`src/rtl/ysyx_22041211_ifu_pkg.sv`:
```
// Shared encodings for the instruction fetch unit: FSM states, read response codes, reset PC.
package ysyx_22041211_ifu_pkg;

    typedef enum logic [1:0] {
        IFU_S_IDLE = 2'd0,
        IFU_S_AR   = 2'd1,
        IFU_S_R    = 2'd2,
        IFU_S_OUT  = 2'd3
    } ifu_state_e;

    localparam logic [1:0]  RESP_OKAY        = 2'b00;
    localparam logic [31:0] RESET_PC_DEFAULT = 32'h8000_0000;

    function automatic logic resp_is_err(input logic [1:0] resp);
        return resp != RESP_OKAY;
    endfunction

endpackage

```
`src/rtl/ysyx_22041211_ifu.sv`:
```
// Multi-cycle instruction fetch: one read-address/read-data transaction per instruction, then a
// valid/ready hand-off of {pc, inst, error} to the decoder. Option: YSYX_22041211_IFU_MISALIGN_CHECK_EN.
//
// state      | meaning
// IFU_S_IDLE | one quiet cycle after reset release
// IFU_S_AR   | read request outstanding, arvalid_o high until arready_i
// IFU_S_R    | waiting for read data, rready_o high
// IFU_S_OUT  | instruction presented to decoder until inst_ready_i
module ysyx_22041211_ifu
    import ysyx_22041211_ifu_pkg::*;
#(
    parameter int                  ADDR_LEN = 32,
    parameter int                  DATA_LEN = 32,
    parameter logic [ADDR_LEN-1:0] RESET_PC = ADDR_LEN'(RESET_PC_DEFAULT)
) (
    input  logic                clk,
    input  logic                rst,
    output logic [ADDR_LEN-1:0] araddr_o,
    output logic                arvalid_o,
    input  logic                arready_i,
    input  logic [DATA_LEN-1:0] rdata_i,
    input  logic [1:0]          rresp_i,
    input  logic                rvalid_i,
    output logic                rready_o,
    output logic [ADDR_LEN-1:0] pc_o,
    output logic [DATA_LEN-1:0] inst_o,
    output logic                inst_valid_o,
    input  logic                inst_ready_i,
    input  logic [ADDR_LEN-1:0] pc_next_i,
    output logic                fetch_err_o,
    output logic                misalign_o
);

    ifu_state_e          state_q;
    logic [ADDR_LEN-1:0] pc_q;
    logic [DATA_LEN-1:0] inst_q;
    logic                arvalid_q;
    logic                rready_q;
    logic                inst_valid_q;
    logic                fetch_err_q;
`ifdef YSYX_22041211_IFU_MISALIGN_CHECK_EN
    logic                misalign_q;
`endif

    always_ff @(posedge clk or negedge rst) begin
        if (!rst) begin
            state_q      <= IFU_S_IDLE;
            pc_q         <= RESET_PC;
            inst_q       <= '0;
            arvalid_q    <= 1'b0;
            rready_q     <= 1'b0;
            inst_valid_q <= 1'b0;
            fetch_err_q  <= 1'b0;
`ifdef YSYX_22041211_IFU_MISALIGN_CHECK_EN
            misalign_q   <= 1'b0;
`endif
        end else begin
            case (state_q)
                IFU_S_IDLE: begin
`ifdef YSYX_22041211_IFU_MISALIGN_CHECK_EN
                    if (pc_q[1:0] != 2'b00) begin
                        state_q      <= IFU_S_OUT;
                        inst_q       <= '0;
                        inst_valid_q <= 1'b1;
                        fetch_err_q  <= 1'b1;
                        misalign_q   <= 1'b1;
                    end else
`endif
                    begin
                        state_q   <= IFU_S_AR;
                        arvalid_q <= 1'b1;
                    end
                end
                IFU_S_AR: begin
                    if (arready_i) begin
                        state_q   <= IFU_S_R;
                        arvalid_q <= 1'b0;
                        rready_q  <= 1'b1;
                    end
                end
                IFU_S_R: begin
                    if (rvalid_i) begin
                        state_q      <= IFU_S_OUT;
                        rready_q     <= 1'b0;
                        inst_q       <= rdata_i;
                        fetch_err_q  <= resp_is_err(rresp_i);
                        inst_valid_q <= 1'b1;
                    end
                end
                IFU_S_OUT: begin
                    if (inst_ready_i) begin
                        pc_q <= pc_next_i;
`ifdef YSYX_22041211_IFU_MISALIGN_CHECK_EN
                        // A misaligned target never reaches memory; present it as an error instead.
                        if (pc_next_i[1:0] != 2'b00) begin
                            inst_q       <= '0;
                            fetch_err_q  <= 1'b1;
                            misalign_q   <= 1'b1;
                            inst_valid_q <= 1'b1;
                        end else
`endif
                        begin
                            state_q      <= IFU_S_AR;
                            arvalid_q    <= 1'b1;
                            inst_valid_q <= 1'b0;
                            fetch_err_q  <= 1'b0;
`ifdef YSYX_22041211_IFU_MISALIGN_CHECK_EN
                            misalign_q   <= 1'b0;
`endif
                        end
                    end
                end
                default: state_q <= IFU_S_IDLE;
            endcase
        end
    end

    assign araddr_o     = pc_q;
    assign pc_o         = pc_q;
    assign inst_o       = inst_q;
    assign arvalid_o    = arvalid_q;
    assign rready_o     = rready_q;
    assign inst_valid_o = inst_valid_q;
    assign fetch_err_o  = fetch_err_q;
`ifdef YSYX_22041211_IFU_MISALIGN_CHECK_EN
    assign misalign_o   = misalign_q;
`else
    assign misalign_o   = 1'b0;
`endif

endmodule

```
`config.mk`:
```
export PLATFORM = sky130hd
export DESIGN_NAME = ysyx_22041211_ifu
export DESIGN_NICKNAME = d
export VERILOG_FILES = /design/src/rtl/ysyx_22041211_ifu_pkg.sv /design/src/rtl/ysyx_22041211_ifu.sv
export SDC_FILE = /design/constraint.sdc
export NUM_CORES = 1
export LEC_CHECK = 0
export ABC_AREA = 1
export CORE_MARGIN = 2
export CORE_UTILIZATION = 42
export CTS_BUF_LIST = sky130_fd_sc_hd__clkbuf_16
export CTS_CLUSTER_SIZE = 28
export DETAILED_ROUTE_END_ITERATION = 6
export MAX_ROUTING_LAYER = met4
export PLACE_DENSITY = 0.83
export SLEW_MARGIN = 5
export SYNTH_ARGS = -nofsm -noshare
export SYNTH_HDL_FRONTEND = slang
export SYNTH_SLANG_ARGS = --single-unit
```
`constraint.sdc`:
```
create_clock -name clk -period 3.05 [get_ports clk]
set_input_delay 0.305 -clock clk [delete_from_list [all_inputs] [get_ports clk]]
set_output_delay 0.305 -clock clk [all_outputs]
set_load 0.01 [all_outputs]
```
# Yosys cells after proc, flatten, opt, wreduce, memory -nomap -nowiden
# Cells that the tools add are included.
[totals]
n_memories = 0
mem_bits_rw = 0
elab_cells = 39
mem_bits_ro = 0
inputBits = 71
regBits = 70
out_inout_bits = 101
latchBits = 0
[classes]
shift = 0
addsub = 0
div = 0
mux = 15
mul = 0
n_lt_le_gt_ge = 0
n_eq_ne = 6
reduce_logical = 11
bitwise_logic = 0
[ops]
columns = ["cell", "count"]
rows = [
  ["AND reduction 3 bit", 4],
  ["case mux 2 bit (4 select lines)", 1],
  ["2-to-1 mux 1 bit", 7],
  ["2-to-1 mux 2 bit", 3],
  ["!= test 2 bit (second input constant)", 3],
  ["case mux 1 bit (2 select lines)", 3],
  ["nonzero test 2 bit", 3],
  ["== test 2 bit (second input constant)", 2],
  ["AND reduction 2 bit", 2],
  ["case mux 1 bit (3 select lines)", 1],
  ["nonzero test 3 bit", 1],
  ["== test 2 x 1 -> 1 bit (second input constant)", 1],
  ["zero test 2 bit", 1],
]

# Logic depth before layout (Yosys ltp)
# Gate-level depths: netlist of the first run.
[logic_depth]
word_depth = 3
depth_mapped = 7
depth_no_buf = 7

# Worst setup path after synthesis of the first run
# No wires, ideal clock.
[synth_path]
kind = "register to register"
startpoint = "register state_q[0]"
endpoint = "register inst_q[10], in the netlist inst_o[10]"
path_stages_with_launch = 8
period_less_slack_ps = 1176
t_arrival_ps = 1060
setup_ps = 116
path_buffers = 1
t_required_ps = 2934
path_slack_ps = 1874
path_cell_list = "dfrtp_1 inv_1 ha_1 nand2_2 inv_4 buf_12 nand2_2 nand2_1"
[synth_via]
elab_chain_cells = 2
[synth_lines]
columns = ["element", "line", "source"]
rows = [
  ["start: declaration", "ysyx_22041211_ifu.sv:34", "ifu_state_e state_q;"],
  ["start signal: assignment", "ysyx_22041211_ifu.sv:47", "state_q <= IFU_S_IDLE;"],
  ["start signal: assignment", "ysyx_22041211_ifu.sv:70", "state_q <= IFU_S_AR;"],
  ["start signal: assignment", "ysyx_22041211_ifu.sv:76", "state_q <= IFU_S_R;"],
  ["== test 2 bit", "ysyx_22041211_ifu.sv:58", "case (state_q)"],
  ["AND reduction 2 bit (no source line)", "--", ""],
  ["end signal: assignment", "ysyx_22041211_ifu.sv:85", "inst_q <= rdata_i;"],
  ["end: declaration", "ysyx_22041211_ifu.sv:36", "logic [DATA_LEN-1:0] inst_q;"],
]
# Every way passes these cells.
# A chain may end at the register's enable or synchronous reset.

# Worst setup path after layout of the first run
[layout_path]
startpoint = "register state_q[0]"
endpoint = "register inst_q[25], in the netlist inst_o[25]"
# Same word-level chain as after synthesis.

==> results.txt, run 1 <==
----------------------------------------------------
[Clock tree]
  Insertion delay to the later sink of the worst-skew pair ... around 320 ps
  Cts bufs inserted ... 9
  Post-CTS Resized ... 0
  Number of sinks handled by clock tree synthesis ... 70
  Clock slew at reported path FFs ... roughly 50 ps
  H-tree Lvls ... 3
  Buffer levels on the longest clock path ... 2
  CTS tree ... built
  Number of buffers inserted to repair setup after CTS ... 0
  Clock root cell ... clkbuf_16
  Cts-stage hold buffer count ... 0

[STA]
  Actual slew at the worst max-slew pin ... between 800 and 900 ps
  Post-route worst hold slack ... 190 ps
  Final critical-path share of the clock period ... between 60% and 70%
  Setup skew after layout ... roughly 4.5 ps
  RSZ-0062 raised after global routing ... false
  Maximum clock frequency ... about 530 MHz
  Max-Slew Margin vs Limit ... between 40% and 50%
  Final setup violation count ... 0
  Final-report hold violation count ... 0
  Setup TNS ... 0 ps
  Final Slew Violations ... 0
  Time the final worst path needs with I/O delays and setup ... roughly 1900 ps

[Floorplan]
  Starting utilization of the core area ... between 40% and 50%
  Core box area ... 7250 um2
  Die H ... approximately 90 um
  Die Span X ... approximately 91 um
  Site row count ... 31
  Area of the die ... roughly 8200 um2
  Number of top-level pins ... 172

[Pwr]
  Share of power burned in the clock network ... 19.5%
  Share of total power in combinational logic ... a little under half
  Sw Ratio ... ~35%
  Total Power Consumption ... around 5100 uW
  Worst vdd rail ir drop ... 0.000419 V
  Cell internal power dissipation ... about 3300 uW
  Power per unit of standard cell area ... a little over 1000 nW/um2
  Switching power summed over all nets ... between 1500 and 2000 uW
  Leak pwr ... between 0.002 and 0.0025 uW
  Sequential cell fraction of total power ... between 30 and 40%

[Yosys]
  Post-synthesis adder-cell area fraction ... ~1.6%
  Fraction of the mapped netlist area in simple logic gates ... around 30%
  Mux contribution to synthesized area ... 0%
  Share of the synthesized area in the top cell type ... 54.8%
  Biggest area contributors in the synthesized netlist ... dfrtp_1, nand2_1, buf_4, nand3_1, nand2_2
  Area leader, netlist ... dfrtp_1
  Cell area after synthesis ... ~3200 um2
  Yosys reg bits ... 70
  Dominant combinational cell family by area after synthesis ... simple AND/OR/NAND/NOR gates
  Unique cell type count in the Yosys netlist ... 15
  Cells after Synth ... roughly 360
  Number of enable flip-flop cells after synthesis ... 0
  Yosys warning total ... 0
  Commonest cells in the netlist ... nand2_1, dfrtp_1, nand3_1
  Xor and xnor fraction of the mapped netlist area ... 0%
  Synthesized area per cell ... slightly below 9 um2
  Total nets after synthesis ... around 440
  Compound-Gate Fraction of Synth Area ... 0%
  Post-synth top flop ... dfrtp_1
  Most used standard cell by instance count after synthesis ... nand2_1
  Share of flip-flops with an asynchronous set or reset ... 100%
  Register area share after synthesis ... 55.6%

[Setup path]
  CP endpoint ... inst_o[25]
  Crit. End Element ... register
  Longest individual stage delay on the worst path ... approximately 470 ps
  Crit-path most repeated cell ... nand2_1
  Kind of cell adding the most delay to the critical path ... simple AND/OR/NAND/NOR gates
  Worst flop-to-flop path startpoint ... state_q[0]
  Minimum setup slack among reg-to-reg paths ... 1160 ps
  Maximum fanout along the worst path ... 33
  Slowest stage cell, crit path ... inv_4
  Endpoint arrival time on the critical path ... about 2100 ps
  Number of stages on the worst setup path ... 6
  Worst setup path startpoint ... state_q[0]
  Capture instance of the worst register-to-register path ... inst_o[25]
  Kind of start point of the critical path ... register
  CP Data Required Time ... approximately 3300 ps
  CP Class ... register to register
  Worst path buffer plus inverter count ... 2
  Worst r2r path cells ... 6
  Cell-by-cell listing of the critical path ... inv_1 -> ha_1 -> nand2_2 -> inv_4 -> nand2_1 -> nand2_1

[Place]
  Count of input and output buffers ... 170
  Final weighted congestion of routability-driven global placement ... between 0.7 and 0.8
  Final HPWL from detailed placement ... roughly 6 mm

[GRT]
  Global-route usage over all layers ... 20.4%
  Gr busiest metal ... met2
  Pin count of the biggest net entering global routing ... 71
  Met3 Track Usage GR ... just over 4%
  Global-route wire length before repair ... 13.1 mm
  Met2 track utilization from global routing ... a little over a third
  Remaining Overflow, GRT ... 0
  Vias in the first global route ... roughly 2700
  Initial antenna violation count ... 0
  Met1 Use GR ... about a quarter

[Cells and area]
  Total inserted antenna cells ... 0
  Area growth syn-to-layout ... 56.0%
  # nets final ... 570
  Share of layout cells above drive strength 1 ... 6.60%

[Route]
  Length of the first detailed-routing pass in iterations ... 4
  Detailed-route vias per instance ... 4.62
  Drc violations ... 0
  Residual antenna-violating net count after detailed routing ... 0
  Initial drt markers ... about 110
  Routed wire per std cell ... 13.6 um
  Total number of vias ... between 2000 and 3000
  Final Routed Wirelength ... just over 8 mm

[Hold path]
  Type of the tightest min-delay check ... input pin to async pin

[Run status]
  Status ... finished, final reports clean

[Flow run]
  Maxcap violations ... 0

----------------------------------------------------
[area by class of cell]
class / count / area [um2]
fillers: 584 / 2340
flip-flops and latches: 70 / 1750
repair buffers: 173 / 1720
multi-input cells: 230 / 983
clock buffers: 9 / 225
well taps: 99 / 124
clock inverters: 7 / 66.3
inverters: 11 / 43.8
[worst reg2reg max path, cell delays in order, from the launching register on]
cell and delay, ps:
dfrtp_1 410, inv_1 110, ha_1 230, nand2_2 400, inv_4 480, nand2_1 120
nand2_1 80
[worst min-delay path by stage]
stage,from,to,slack [ps],cells after the start
finish,rst,araddr_o[12],190,2
global route,rst,araddr_o[12],270,2
CTS,rst,araddr_o[12],220,2
detailed placement,inst_valid_o,inst_valid_o,460,2
global placement,inst_valid_o,inst_valid_o,460,2
floorplan,rst,araddr_o[0],9,0
[metal layers]
layer,vias to the layer above,share of wire [%]
li1,1347,-
met1,1299,43
met2,113,51
met3,6,5.5
met4,0,0.90
met5,-,0
[power groups by stage]
stage	clock (uW)	sequential (uW)	combinational, uW
floorplan	0	1820	1100
global placement	0	1660	2380
detailed placement	0	1660	2460
CTS	1020	1660	2460
global route	1060	1710	2630
finish	992	1660	2420
[stage by stage]
| step | worst slack (ps) | std cells | cell area [um2] | utilization, % |
|---|---|---|---|---|
| final | 1160 | 599 | 4910 | 67.8 |
| after global routing | 928 | 599 | 4910 | 67.8 |
| after CTS | 1110 | 599 | 4910 | 67.8 |
| after detailed placement | 1050 | 583 | 4620 | 63.7 |
| after global placement | 1130 | 583 | 4620 | 63.7 |
| after floorplan | 1870 | 361 | 3150 | - |
[layout by cell type (no fill, tap or decap), drive strengths merged]
master	Yosys	layout
nand2	179	179
clkdlybuf4s50	0	169
dfrtp	69	69
nand3	40	40
inv	11	12
clkbuf	0	9
nor2	5	5
ha	4	4
buf	50	4
clkinv	0	3
clkinvlp	0	2
nand4	1	1
conb	1	1
dfstp	1	1
bufinv	0	1
[registers in the layout (all words and copies together) (netlist names)]
register,flops
arvalid_o,1
inst_o,32
inst_valid_o,1
araddr_o,32
state_q,2
fetch_err_o,1
rready_o,1
[cell families (layout without fill, tap and decap cells)]
logic type	Yosys count	in the layout
adders and majority gates	4	4
buffers and inverters	61	200
DFF	70	70
other	1	1
and+or+nand+nor	225	225
(Power assumes the default switching activity.)
==> run 2: changes to the inputs <==
--- a/config.mk
+++ b/config.mk
@@ -7,12 +7,12 @@
 export LEC_CHECK = 0
 export ABC_AREA = 1
 export CORE_MARGIN = 2
-export CORE_UTILIZATION = 42
+export CORE_UTILIZATION = 39
 export CTS_BUF_LIST = sky130_fd_sc_hd__clkbuf_16
 export CTS_CLUSTER_SIZE = 28
 export DETAILED_ROUTE_END_ITERATION = 6
 export MAX_ROUTING_LAYER = met4
-export PLACE_DENSITY = 0.83
+export PLACE_DENSITY = 0.78
 export SLEW_MARGIN = 5
 export SYNTH_ARGS = -nofsm -noshare
 export SYNTH_HDL_FRONTEND = slang
==> constraint.sdc (replaced) <==
create_clock -name clk -period 1.8 [get_ports clk]
set_input_delay 0.18 -clock clk [delete_from_list [all_inputs] [get_ports clk]]
set_output_delay 0.18 -clock clk [all_outputs]
set_load 0.01 [all_outputs]
==> results.txt, run 2 (same netlist as run 1, synthesis figures left out) <==
----------------------------------------------------
[Floorplan]
  Die Span X ... approximately 94 um
  Site row count ... 32
  Die H ... 93.9 um
  Core box area ... a little under 8000 um2
  Number of top-level pins ... 172
  Area of the die ... around 8800 um2
  Starting utilization of the core area ... roughly two fifths

[Flow run]
  Maxcap violations ... 0

[Clock tree]
  Buffer levels on the longest clock path ... 2
  Clock root cell ... clkbuf_16
  CTS tree ... built
  Cts bufs inserted ... 9
  H-tree Lvls ... 3
  Insertion delay to the later sink of the worst-skew pair ... about 320 ps
  Number of sinks handled by clock tree synthesis ... 70
  Clock slew at reported path FFs ... around 60 ps
  Post-CTS Resized ... 0
  Number of buffers inserted to repair setup after CTS ... 0

[Pwr]
  Switching power summed over all nets ... 3000 uW
  Worst vdd rail ir drop ... just over 0.0006 V
  Sw Ratio ... 34.0%
  Total Power Consumption ... roughly 9000 uW
  Cell internal power dissipation ... a little under 6000 uW
  Share of total power in combinational logic ... a little under half
  Power per unit of standard cell area ... around 1800 nW/um2
  Share of power burned in the clock network ... a little over a fifth
  Leak pwr ... around 0.0024 uW
  Sequential cell fraction of total power ... approximately a third

[Setup path]
  Cell-by-cell listing of the critical path ... clkdlybuf4s50_1
  Kind of cell adding the most delay to the critical path ... flip-flops
  Kind of start point of the critical path ... register
  CP Class ... register to output pin
  Maximum fanout along the worst path ... 3
  Longest individual stage delay on the worst path ... around 550 ps
  Minimum setup slack among reg-to-reg paths ... between 200 and 300 ps
  Slowest stage cell, crit path ... dfstp_2
  Worst path buffer plus inverter count ... 1
  Endpoint arrival time on the critical path ... around 1400 ps
  Crit. End Element ... output pin
  CP Data Required Time ... 1620 ps

[Route]
  Residual antenna-violating net count after detailed routing ... 0
  Routed wire per std cell ... 13.4 um
  Detailed-route vias per instance ... between 4 and 5
  Initial drt markers ... 119
  Length of the first detailed-routing pass in iterations ... 5
  Final Routed Wirelength ... approximately 8.1 mm
  Drc violations ... 0
  Total number of vias ... 2747

[STA]
  Final-report hold violation count ... 0
  RSZ-0062 raised after global routing ... false
  Maximum clock frequency ... approximately 630 MHz
  Setup skew after layout ... slightly above 4 ps
  Max-Slew Margin vs Limit ... slightly above 60%
  Time the final worst path needs with I/O delays and setup ... about 1600 ps
  Actual slew at the worst max-slew pin ... between 500 and 600 ps
  Setup TNS ... 0 ps
  Final critical-path share of the clock period ... 88.0%
  Final setup violation count ... 0
  Final Slew Violations ... 0

[Cells and area]
  Register area ... 1750 um2
  Area growth syn-to-layout ... 57.9%
  Area used by multi-input combinational logic ... 983 um2
  Layout Utilization ... between 60 and 70%
  Final cell count without fillers ... 606
  Highest-count cells in the layout ignoring fill and taps ... clkdlybuf4s50_1, nand2_1, dfrtp_1
  Total inserted antenna cells ... 0
  Fill cells ... 611
  Most common cell after layout, fill and taps aside ... clkdlybuf4s50_1
  # nets final ... about 570
  Share of layout cells above drive strength 1 ... roughly 7%

[GRT]
  Global-route usage over all layers ... roughly a fifth
  Vias in the first global route ... 2676
  Global-route wire length before repair ... around 13 mm
  Initial antenna violation count ... 0
  Remaining Overflow, GRT ... 0
  Pin count of the biggest net entering global routing ... 39

[Hold path]
  Type of the tightest min-delay check ... input pin to register

[Place]
  Final weighted congestion of routability-driven global placement ... 0.807
  Total instance count after detailed placement ... 589
  Count of input and output buffers ... 170
  Final HPWL from detailed placement ... just over 6 mm

[Run status]
  Status ... finished, final reports clean

----------------------------------------------------
-- run 2: cell types whose count changed in the layout (fill, tap and decap cells not counted) --
cell	change
buf_4	+3
bufinv_16	+1
clkinv_4	-1
clkinvlp_4	-1
dlygate4sd3_1	+1
inv_6	+1
-- run 2: per-stage QoR --
step / hold WS (ps) / setup slack, ps / cell area (um2)
after floorplan: -116 / 624 / 3150
after global placement: 235 / 296 / 4650
after detailed placement: 243 / 227 / 4650
after CTS: 389 / 206 / 4970
after global routing: 403 / 86.7 / 4970
final: 394 / 215 / 4970
-- run 2: layout make-up --
| cell class | instances | area share (%) |
|---|---|---|
| Multi-Input combinational cell | 230 | 19.8 |
| Tap cell | 102 | 2.57 |
| Sequential cell | 70 | 35.2 |
| Timing Repair Buffer | 177 | 35.2 |
| Inverter | 11 | 0.881 |
| Clock inverter | 7 | 1.79 |
| Clock buffer | 9 | 4.53 |
-- run 2: final timing paths --
path / start / end / cells past startpoint
hold / removal: pc_next_i[31] / araddr_o[31] / 3
max in group asynchronous: rst / arvalid_o / 3
setup reg to reg: state_q[1] / araddr_o[6] / 4
setup / recovery: araddr_o[31] / araddr_o[31] / 1
hold reg to reg: inst_o[0] / inst_o[0] / 2
min in group asynchronous: rst / araddr_o[2] / 3
-- run 2: metal layers --
layer,up-vias,global-route usage (%),part of all wire [%]
li1,1349,-,-
met1,1263,22.7,41
met2,127,32.0,50
met3,8,4.41,7.9
met4,0,5.92,1.0
met5,-,-,0
-- run 2: timing repair --
item,in CTS,in global routing
hold buffers,1,0
setup endpoints to repair,0,0
endpoints found under the hold margin,69,0
-- run 2: power groups by stage --
stage / Sequential (uW) / Combinational, uW / Clock [uW]
2_1_floorplan: 3080 / 1870 / 0
3_3_place_gp: 2810 / 4080 / 0
3_5_place_dp: 2820 / 4200 / 0
5_1_grt: 2910 / 4510 / 1960
4_1_cts: 2820 / 4210 / 1880
6_report: 2810 / 4150 / 1840
